File: src/rtl/prog_delay_line_if.sv
// Sample-path bundle between the wrapper and the programmable delay line.
// Latency: none (wires only).
// Backpressure: none; the source stalls the stream through en.
interface prog_delay_line_if #(
    parameter int WIDTH = 8,
    parameter int SEL_W = 7
);
    logic             en;
    logic             clear;
    logic [WIDTH-1:0] din;
    logic             delay_load;
    logic [SEL_W-1:0] delay_sel;
    logic [WIDTH-1:0] dout;
    logic             dout_valid;
    logic [SEL_W-1:0] delay_cur;
    logic             cfg_err;

    modport master (
        output en, clear, din, delay_load, delay_sel,
        input  dout, dout_valid, delay_cur, cfg_err
    );

    modport slave (
        input  en, clear, din, delay_load, delay_sel,
        output dout, dout_valid, delay_cur, cfg_err
    );
endinterface

File: src/rtl/prog_delay_line.sv
// Runtime-programmable delay line over a circular buffer of MAX_DELAY samples.
// Latency: a sample accepted on enabled edge n is on dout after enabled edge n+D-1.
// Backpressure: en=0 freezes every register; clear/delay_load flush the fill tracking.
module prog_delay_line #(
    parameter int WIDTH         = 8,
    parameter int MAX_DELAY     = 90,
    parameter int DEFAULT_DELAY = 30,
    parameter int SEL_W         = 7
) (
    input  logic               clk,
    input  logic               rst_n,
    prog_delay_line_if.slave   dl
);
    localparam int               AW       = (MAX_DELAY > 1) ? $clog2(MAX_DELAY) : 1;
    localparam logic [SEL_W-1:0] MAX_SEL  = SEL_W'(MAX_DELAY);
    localparam logic [SEL_W-1:0] DEF_SEL  = SEL_W'(DEFAULT_DELAY);
    localparam logic [SEL_W-1:0] ONE_SEL  = SEL_W'(1);
    localparam logic [AW-1:0]    LAST_PTR = AW'(MAX_DELAY - 1);
    localparam logic [31:0]      DEPTH_W  = 32'(MAX_DELAY);

    // Sample storage; never reset because dout is gated by dout_valid.
    logic [WIDTH-1:0] mem_q [MAX_DELAY];

    logic [AW-1:0]    wptr_q,  wptr_d;
    logic [SEL_W-1:0] fill_q,  fill_d;
    logic [SEL_W-1:0] delay_q, delay_d;
    logic [WIDTH-1:0] dout_q,  dout_d;
    logic             valid_q, valid_d;
    logic             err_q,   err_d;

    logic [SEL_W-1:0] sel_clamped;
    logic             sel_bad;
    logic [SEL_W-1:0] d_eff;
    logic             accept;
    logic [SEL_W-1:0] fill_base;
    logic [SEL_W-1:0] fill_inc;
    logic [31:0]      ptr_w;
    logic [31:0]      back_w;
    logic [31:0]      rd_w;
    logic [AW-1:0]    rd_addr;
    logic [WIDTH-1:0] tap;

    // Clamp the requested delay into 1..MAX_DELAY and flag anything that needed clamping.
    always_comb begin
        sel_clamped = dl.delay_sel;
        sel_bad     = 1'b0;
        if (dl.delay_sel == '0) begin
            sel_clamped = ONE_SEL;
            sel_bad     = 1'b1;
        end else if (dl.delay_sel > MAX_SEL) begin
            sel_clamped = MAX_SEL;
            sel_bad     = 1'b1;
        end
    end

    // A load takes effect on its own edge, so the new delay governs that edge's output.
    assign d_eff     = dl.delay_load ? sel_clamped : delay_q;
    assign accept    = dl.en & ~dl.clear;
    assign fill_base = dl.delay_load ? '0 : fill_q;
    assign fill_inc  = (fill_base == MAX_SEL) ? fill_base : fill_base + ONE_SEL;

    // Read tap sits D-1 entries behind the write pointer, modulo the buffer depth.
    // The array is read combinationally before the edge writes it, so even when the
    // tap aliases the slot being overwritten the old contents are what get registered.
    always_comb begin
        ptr_w   = 32'(wptr_q);
        back_w  = 32'(d_eff) - 32'd1;
        rd_w    = (ptr_w >= back_w) ? (ptr_w - back_w) : (ptr_w + DEPTH_W - back_w);
        rd_addr = AW'(rd_w);
        tap     = (d_eff == ONE_SEL) ? dl.din : mem_q[rd_addr];
    end

    // Next-state: load/clear flush, then an accepted sample refills and produces output.
    always_comb begin
        wptr_d  = wptr_q;
        fill_d  = fill_q;
        delay_d = delay_q;
        dout_d  = dout_q;
        valid_d = valid_q;
        err_d   = err_q;

        if (dl.delay_load) begin
            delay_d = sel_clamped;
            if (sel_bad) begin
                err_d = 1'b1;
            end
        end

        if (dl.clear || dl.delay_load) begin
            fill_d  = '0;
            valid_d = 1'b0;
            dout_d  = '0;
        end

        if (accept) begin
            wptr_d  = (wptr_q == LAST_PTR) ? '0 : wptr_q + AW'(1);
            fill_d  = fill_inc;
            valid_d = (fill_inc >= d_eff);
            dout_d  = (fill_inc >= d_eff) ? tap : '0;
        end
    end

    // Buffer write of each accepted sample at the write pointer.
    always_ff @(posedge clk) begin
        if (accept) begin
            mem_q[wptr_q] <= dl.din;
        end
    end

    // Control and output registers with asynchronous reset.
    always_ff @(posedge clk or negedge rst_n) begin
        if (!rst_n) begin
            wptr_q  <= '0;
            fill_q  <= '0;
            delay_q <= DEF_SEL;
            dout_q  <= '0;
            valid_q <= 1'b0;
            err_q   <= 1'b0;
        end else begin
            wptr_q  <= wptr_d;
            fill_q  <= fill_d;
            delay_q <= delay_d;
            dout_q  <= dout_d;
            valid_q <= valid_d;
            err_q   <= err_d;
        end
    end

    assign dl.dout       = dout_q;
    assign dl.dout_valid = valid_q;
    assign dl.delay_cur  = delay_q;
    assign dl.cfg_err    = err_q;
endmodule
File: src/flat_wrapper.sv
// flat-port wrapper written by rule: the top's interface ports become plain ports
module prog_delay_line_flat 
#(
    parameter int WIDTH         = 8,
    parameter int MAX_DELAY     = 90,
    parameter int DEFAULT_DELAY = 30,
    parameter int SEL_W         = 7
)
  (clk, rst_n, dl_en, dl_clear, dl_din, dl_delay_load, dl_delay_sel, dl_dout, dl_dout_valid, dl_delay_cur, dl_cfg_err);
  prog_delay_line_if #(.WIDTH(WIDTH), .SEL_W(SEL_W)) dl_i ();
  input  logic clk;
  input  logic rst_n;
  input wire logic [$bits(dl_i.en)-1:0] dl_en;
  input wire logic [$bits(dl_i.clear)-1:0] dl_clear;
  input wire logic [$bits(dl_i.din)-1:0] dl_din;
  input wire logic [$bits(dl_i.delay_load)-1:0] dl_delay_load;
  input wire logic [$bits(dl_i.delay_sel)-1:0] dl_delay_sel;
  output wire logic [$bits(dl_i.dout)-1:0] dl_dout;
  output wire logic [$bits(dl_i.dout_valid)-1:0] dl_dout_valid;
  output wire logic [$bits(dl_i.delay_cur)-1:0] dl_delay_cur;
  output wire logic [$bits(dl_i.cfg_err)-1:0] dl_cfg_err;
  assign dl_i.en = dl_en;
  assign dl_i.clear = dl_clear;
  assign dl_i.din = dl_din;
  assign dl_i.delay_load = dl_delay_load;
  assign dl_i.delay_sel = dl_delay_sel;
  assign dl_dout = dl_i.dout;
  assign dl_dout_valid = dl_i.dout_valid;
  assign dl_delay_cur = dl_i.delay_cur;
  assign dl_cfg_err = dl_i.cfg_err;
  prog_delay_line #(.WIDTH(WIDTH), .MAX_DELAY(MAX_DELAY), .DEFAULT_DELAY(DEFAULT_DELAY), .SEL_W(SEL_W)) u_core (.clk(clk), .rst_n(rst_n), .dl(dl_i));
endmodule
File: config.mk
export PLATFORM = sky130hd
export DESIGN_NAME = prog_delay_line_flat
export DESIGN_NICKNAME = d
export VERILOG_FILES = /design/src/rtl/prog_delay_line_if.sv /design/src/rtl/prog_delay_line.sv /design/src/flat_wrapper.sv
export SDC_FILE = /design/constraint.sdc
export NUM_CORES = 1
export LEC_CHECK = 0
export BUFFER_PORTS_ARGS = -buffer_cell sky130_fd_sc_hd__buf_2
export CORE_ASPECT_RATIO = 0.7
export CORE_MARGIN = 1.5
export CORE_UTILIZATION = 65
export CTS_BUF_LIST = sky130_fd_sc_hd__clkbuf_8
export DETAILED_ROUTE_END_ITERATION = 7
export PLACE_DENSITY = 0.84
export SLEW_MARGIN = 20
export SYNTH_ARGS = -nofsm -noshare
export SYNTH_HDL_FRONTEND = slang
export SYNTH_SLANG_ARGS = --single-unit
File: constraint.sdc
create_clock -name clk -period 5.65 [get_ports clk]
set_clock_uncertainty 0.05 [all_clocks]
set_input_delay 0.565 -clock clk [delete_from_list [all_inputs] [get_ports clk]]
set_output_delay 0.565 -clock clk [all_outputs]
set_load 0.005 [all_outputs]
After elaboration in Yosys (flattened, before gate mapping)
Memory sizes are Yosys's and may differ from the RTL's.
Cells that the tools add are included.
{"block": "word_totals", "inputBits": 20, "elab_cells": 44, "regBits": 31, "mem_bits_rw": 720, "n_memories": 1}
{"name": "u_core.mem_q", "words": 90, "word_bits": 8, "rd": 1, "rd_ports_with_merged_regs": 0, "wr": 1, "line": "prog_delay_line.sv:22", "rtl": "logic [WIDTH-1:0] mem_q [MAX_DELAY];"}
{"block": "classes", "n_mux": 19, "eq_ne": 3, "reduce_logical": 4, "bitwise_logic": 2, "add_sub_neg": 6, "n_lt_le_gt_ge": 3}
{"op": "7-bit 2-to-1 mux", "count": 9}
{"op": "7-bit by 32-bit >= comparator with 1-bit output", "count": 1}
{"op": "8-bit 2-to-1 mux", "count": 4}
{"op": "7-bit by 1-bit adder with 7-bit output, second input constant", "count": 2}
{"op": "7-bit == test, second input constant", "count": 2}
{"op": "7-bit subtractor", "count": 2}
{"op": "7-bit by 1-bit subtractor with 8-bit output, second input constant", "count": 1}
{"op": "7-bit adder, second input constant", "count": 1}
{"op": "7-bit by 1-bit == test with 1-bit output, second input constant", "count": 1}
{"op": "7-bit >= comparator", "count": 1}
{"op": "7-bit greater-than comparator, second input constant", "count": 1}
{"op": "7-bit logical NOT", "count": 1}
{"op": "1-bit 2-to-1 mux", "count": 6}
{"op": "2-bit AND reduction", "count": 1}
{"op": "2-bit nonzero test", "count": 1}
{"op": "1-bit bitwise AND", "count": 1}
{"op": "1-bit logical OR", "count": 1}
{"op": "1-bit inverter", "count": 1}

Depth between registers and ports, before layout
An unclocked memory read counts as a cell.
{"block": "depth", "depth_word": 11, "depth_mapped": 23}

Least setup slack after synthesis
OpenSTA, ideal clock, no wires.
{"block": "synth_path", "path_kind": "input to register", "start": "input port dl_delay_load", "end": "register u_core.dout_q[2] (netlist: u_core.dl.dout[2])", "arrival_time_ps": 4875, "path_slack_ps": 586, "t_required_ps": 5462, "path_buffers": 2, "setup_ps": 138, "cell_stages": 20, "path_cell_list": "buf_4 -> inv_2 -> or4_4 -> nand2_1 -> ha_1 -> inv_1 -> ha_1 -> inv_1 -> ha_1 -> fa_1 -> a21o_1 -> a21oi_1 -> xnor2_1 -> mux2i_4 -> xnor2_4 -> buf_6 -> mux2_2 -> o22ai_1 -> nor3_1 -> or4_1"}
{"block": "synth_between", "elab_chain_cells": 8}
{"element": "start: declaration", "line": "flat_wrapper.sv:16", "rtl": "input wire logic [$bits(dl_i.delay_load)-1:0] dl_delay_load;"}
{"element": "7-bit 2-to-1 mux"}
{"element": "7-bit by 1-bit subtractor with 8-bit output", "line": "prog_delay_line.sv:67", "rtl": "back_w = 32'(d_eff) - 32'd1;"}
{"element": "7-bit by 32-bit >= comparator with 1-bit output / 7-bit subtractor (equally long branches)", "line": "prog_delay_line.sv:68", "rtl": "rd_w = (ptr_w >= back_w) ? (ptr_w - back_w) : (ptr_w + DEPTH_W - back_w);"}
{"element": "7-bit 2-to-1 mux", "line": "prog_delay_line.sv:68"}
{"element": "memory read 90 x 8 bit"}
{"element": "8-bit 2-to-1 mux", "line": "prog_delay_line.sv:70", "rtl": "tap = (d_eff == ONE_SEL) ? dl.din : mem_q[rd_addr];"}
{"element": "8-bit 2-to-1 mux", "line": "prog_delay_line.sv:99", "rtl": "dout_d = (fill_inc >= d_eff) ? tap : '0;"}
{"element": "8-bit 2-to-1 mux", "line": "prog_delay_line.sv:95", "rtl": "if (accept) begin"}
{"element": "end signal: assignment", "line": "prog_delay_line.sv:123", "rtl": "dout_q <= dout_d;"}
{"element": "end: declaration", "line": "prog_delay_line.sv:27", "rtl": "logic [WIDTH-1:0] dout_q, dout_d;"}
Parallel ways exist; a longest one is shown, timed or not.
A chain may end at the register's enable or synchronous reset.

Final worst setup path
{"block": "layout_path", "start": "register u_core.delay_q[1] (netlist: u_core.dl.delay_cur[1])", "end": "register u_core.dout_q[1] (netlist: u_core.dl.dout[1])"}
{"block": "layout_between", "elab_chain_cells": 8}
{"element": "start: declaration", "line": "prog_delay_line.sv:26", "rtl": "logic [SEL_W-1:0] delay_q, delay_d;"}
{"element": "start signal: assignment", "line": "prog_delay_line.sv:122", "rtl": "delay_q <= delay_d;"}
{"element": "7-bit 2-to-1 mux (*)"}
{"element": "7-bit by 1-bit subtractor with 8-bit output", "line": "prog_delay_line.sv:67"}
{"element": "7-bit by 32-bit >= comparator with 1-bit output / 7-bit subtractor (equally long branches)", "line": "prog_delay_line.sv:68"}
{"element": "7-bit 2-to-1 mux", "line": "prog_delay_line.sv:68"}
{"element": "memory read 90 x 8 bit"}
{"element": "8-bit 2-to-1 mux", "line": "prog_delay_line.sv:70"}
{"element": "8-bit 2-to-1 mux (*)", "line": "prog_delay_line.sv:99"}
{"element": "8-bit 2-to-1 mux (*)", "line": "prog_delay_line.sv:95"}
Every way passes the cells marked *; elsewhere a longest branch is shown, timed or not.

==> implementation parameters <==
Parameter                              Value

Worst setup path
  Delay contributed by the slowest stage of the critical path ... 730 ps
  Type of the worst setup path ... flop to flop
  Kind of launch point of the worst setup path ... flop
  End of the critical path ... u_core.dl.dout[1]
  Setup slack of the worst register-to-register path ... 300 ps
  Largest driver fanout on the critical path ... 11
  First element of the critical path ... u_core.dl.delay_cur[1]
  Worst Reg2Reg Path Length in Cells ... 18
  Start of the worst register-to-register path ... u_core.dl.delay_cur[1]
  Req. time, crit path ... 6180 ps
  Kind of cell adding the most delay to the critical path ... compound AO/OA/AOI/OAI gates
  Cell occurring most often along the worst timing path ... sky130_fd_sc_hd__a21oi_1
  Endpoint of the worst-slack reg-to-reg timing path ... u_core.dl.dout[1]
  Crit path depth ... 18
  Crit-path slowest cell ... sky130_fd_sc_hd__a2111oi_0
  Signal arrival time at the worst endpoint ... 5890 ps
  Cell-by-cell listing of the critical path ... nor2_1 > a21oi_1 > nand2_1 > ha_1 > xnor2_1 > ha_1 > fa_1 > a21oi_1 > o221ai_1 > a21oi_1 > a32oi_1 > buf_4 > and2_1 > a2111oi_0 > a211oi_1 > a222oi_1 > nand3_1 > or4_1
  Bufs and invs on worst path ... 1
  Crit end category ... flop

Die
  Top-Level Pins ... 37
  Core area ... 48200 sq um
  Core Rows ... 67
  Die X-Extent ... 268.2 microns
  Initial Utilization ... 66.37%
  Die Y-Extent ... 188.6 microns
  Area enclosed by the die boundary ... 50580 sq um

Clocking
  Deepest level of the CTS H-tree ... 3
  Clock Path Buffers ... 3
  Number of CTS-inserted buffers ... 103
  Clock transition at the register clock pins on the worst setup and hold paths after CTS ... 70 ps
  Clock insertion delay at the later pin of the skew report ... 710 ps
  Buffers inserted by post-CTS timing repair ... 0
  Clock sink count ... 751
  Clk root buf ... sky130_fd_sc_hd__clkbuf_8
  CTS tree ... built

STA
  Tightest Pin Transition ... 1263 ps
  Final worst path period need ... 5350 ps
  Number of pins with negative max-slew slack in the final report ... 0
  Setup violations, final ... 0
  Final count of hold timing violations ... 0
  Worst max-slew margin expressed relative to the limit ... 15.55%
  Fmax ... 0.1869 GHz
  Crit share post-route ... 94.69%
  RSZ-0062 raised after global routing ... no

Global route
  Pin count of the biggest net entering global routing ... 92
  Via count of the first global-routing pass ... 19.24k
  Initial antenna violation count ... 4
  Global Route Usage Sum ... 33.10%
  Wire length of the first global-routing pass ... 121.1 mm
  Total grt overflow ... 0

Synthesis
  Synthesized Nets ... 1963
  Synthesized instance count ... 1912
  Top area cells in the synthesized netlist ... sky130_fd_sc_hd__edfxtp_1 68%, sky130_fd_sc_hd__mux4_2 10%, sky130_fd_sc_hd__dfrtp_1 2.1%, sky130_fd_sc_hd__mux2i_1 2.0%, sky130_fd_sc_hd__nand2_1 2.0%
  FFs w/ async S/R, synth ... 4.128%
  Area share of the leading cell type in the synthesized netlist ... 67.58%
  Flops & latches, synth ... 751
  Portion of the post-synthesis area used by sequential elements ... 70.02%
  Number of distinct library cells after synthesis ... 79
  Dominant register cell in the synthesized netlist ... sky130_fd_sc_hd__edfxtp_1
  Count of flip-flops with a built-in enable after synthesis ... 720
  Cell type contributing the most total cell area after synthesis ... sky130_fd_sc_hd__edfxtp_1
  Combined area of all synthesized cells ... 31990 sq um
  Synth Warn # ... 0
  Post-Syn Area per Cell ... 16.73 sq um

Detailed routing
  Post-route ant nets ... 0
  Drt wl/cell ... 29.31 microns
  # DRC ... 0
  Via count ... 19.62k
  Via-per-instance ratio ... 7.025
  Number of optimization iterations in the first detailed-route pass ... 7
  Iteration-0 DRC count of the detailed router ... 3274
  Routed wire length ... 81.85 mm

Layout
  Commonest cells after routing, fill and taps aside ... 720 x sky130_fd_sc_hd__edfxtp_1, 167 x sky130_fd_sc_hd__nand2_1, 143 x sky130_fd_sc_hd__mux4_2
  Share of cells above drive strength 1 ... 21.87%
  Most common library cell in the layout ignoring fill and taps ... sky130_fd_sc_hd__edfxtp_1
  Sequential Area ... 22400 sq um
  Final cell count without fillers ... 2793
  Number of nets in the layout ... 2109
  Total area of multi-input combinational cells ... 9031 sq um
  Util after Layout ... 73.34%
  Final design instance area without fill ... 35350 sq um
  Fill count ... 2736
  Area Growth Syn to Fin ... 10.51%

Placed design
  DP Cell Count ... 2606
  Gp weighted congestion ... 0.9319
  HPWL after DPL ... 52.61 mm
  Dpl cell area ... 33520 sq um
  Port Buffer Count ... 36

Power and ir drop
  Peak supply drop ... 0.6233 mV
  Relative contribution of the clock network to total power ... 18.0%
  Switching pwr ... 8584 uW
  Fraction of power consumed by combinational cells ... 51.9%
  Power density of the placed cells ... 593.5 nW/um^2
  Leakage Power ... 0.01177 uW
  Switching Fraction ... 40.91%
  Final total power ... 20980 uW
  Fraction of power consumed by sequential logic ... 30.0%
  Internal power ... 12400 uW

Run
  Count of max-cap constraint violations ... 0

Outcome
  Result of the run ... finished clean

Worst hold path
  Hold crit path type ... input pin to flop
  Origin of the worst min-delay path ... dl_delay_load
==> area by class of cell <==
class,instances,share of cell area [%]
clock inverter,79,1.094
clock buffer,103,4.010
timing repair buffer,146,3.284
inverter,33,0.3645
sequential,751,63.36
multi-input combinational,1023,25.55
antenna,3,0.02123
tap,655,2.318
==> power by group through the flow <==
stage / logic [uW] / registers [uW] / clock network (uW)
after global placement: 10300 / 6400 / 0
after CTS: 10700 / 6290 / 3790
after global routing: 11300 / 6300 / 4030
after floorplan: 6770 / 6340 / 0
after detailed placement: 10600 / 6410 / 0
final: 10900 / 6300 / 3790
==> worst min-delay path by stage <==
stage	endpoint	slack, ps	cells past startpoint
final	u_core.dl.cfg_err	70	2
after global routing	u_core.dl.cfg_err	50	2
after CTS	u_core.dl.cfg_err	30	2
after detailed placement	u_core.dl.cfg_err	400	1
after global placement	u_core.dl.cfg_err	390	1
after floorplan	u_core.dl.cfg_err	220	0
==> stage by stage <==
| step | hold WS, ps | TNS (ps) | worst slack [ps] |
|---|---|---|---|
| global route | 54.74 | 0 | 92.14 |
| floorplan | 219.4 | 0 | 586.4 |
| CTS | 26.88 | 0 | 291.3 |
| detailed placement | 398.9 | -822.2 | -168.8 |
| finish | 73.69 | 0 | 299.7 |
| global placement | 389.6 | 0 | 32.10 |
==> routing by layer <==
| layer | vias up | routed length (microns) | track usage [%] |
|---|---|---|---|
| li1 | 8009 | - | - |
| met1 | 9658 | 30210 | 48.06 |
| met2 | 1684 | 35700 | 46.74 |
| met3 | 264 | 12860 | 11.67 |
| met4 | 6 | 3042 | 12.49 |
| met5 | - | 36 | 0 |
==> state kept, by name (all words and copies together), names as in the netlist <==
register and flops:
u_core.mem_q 720, u_core.dl.dout 8, u_core.dl.delay_cur 7, u_core.fill_q 7
u_core.wptr_q 7, u_core.dl.cfg_err 1, u_core.dl.dout_valid 1
==> logic make-up (layout without fill, tap and decap cells) <==
kind of cell             Yosys count  after routing  share of synthesized area (%)
flip-flops                       751            751                          70.02
other                              0              3                              0
AND/OR/NAND/NOR                  510            510                          7.364
multiplexers                     231            231                          13.13
adder cells (fa/ha/maj)           31             31                          1.283
AO/OA/AOI/OAI                    228            228                          5.546
XOR/XNOR                          23             23                         0.6883
buffers and inverters            138            361                          1.963
==> cell usage after synthesis, drive strengths merged (17+ instances only) <==
cell type and n:
dfrtp 27, nor3 39, nor2 128, nand2 168, o221ai 27, o21ai 25, a21oi 17, clkbuf 58
inv 32, buf 47, ha 28, mux2 18, edfxtp 720, xnor2 17, mux4 147, mux2i 66
nor4 18, nand3 71
==> timing repair <==
item	CTS	global route
hold endpoints to repair	28	0
resized for setup	0	2
hold buffers	2	0
setup endpoints to repair	0	3
No activity file was read; power rests on OpenSTA's default activity.
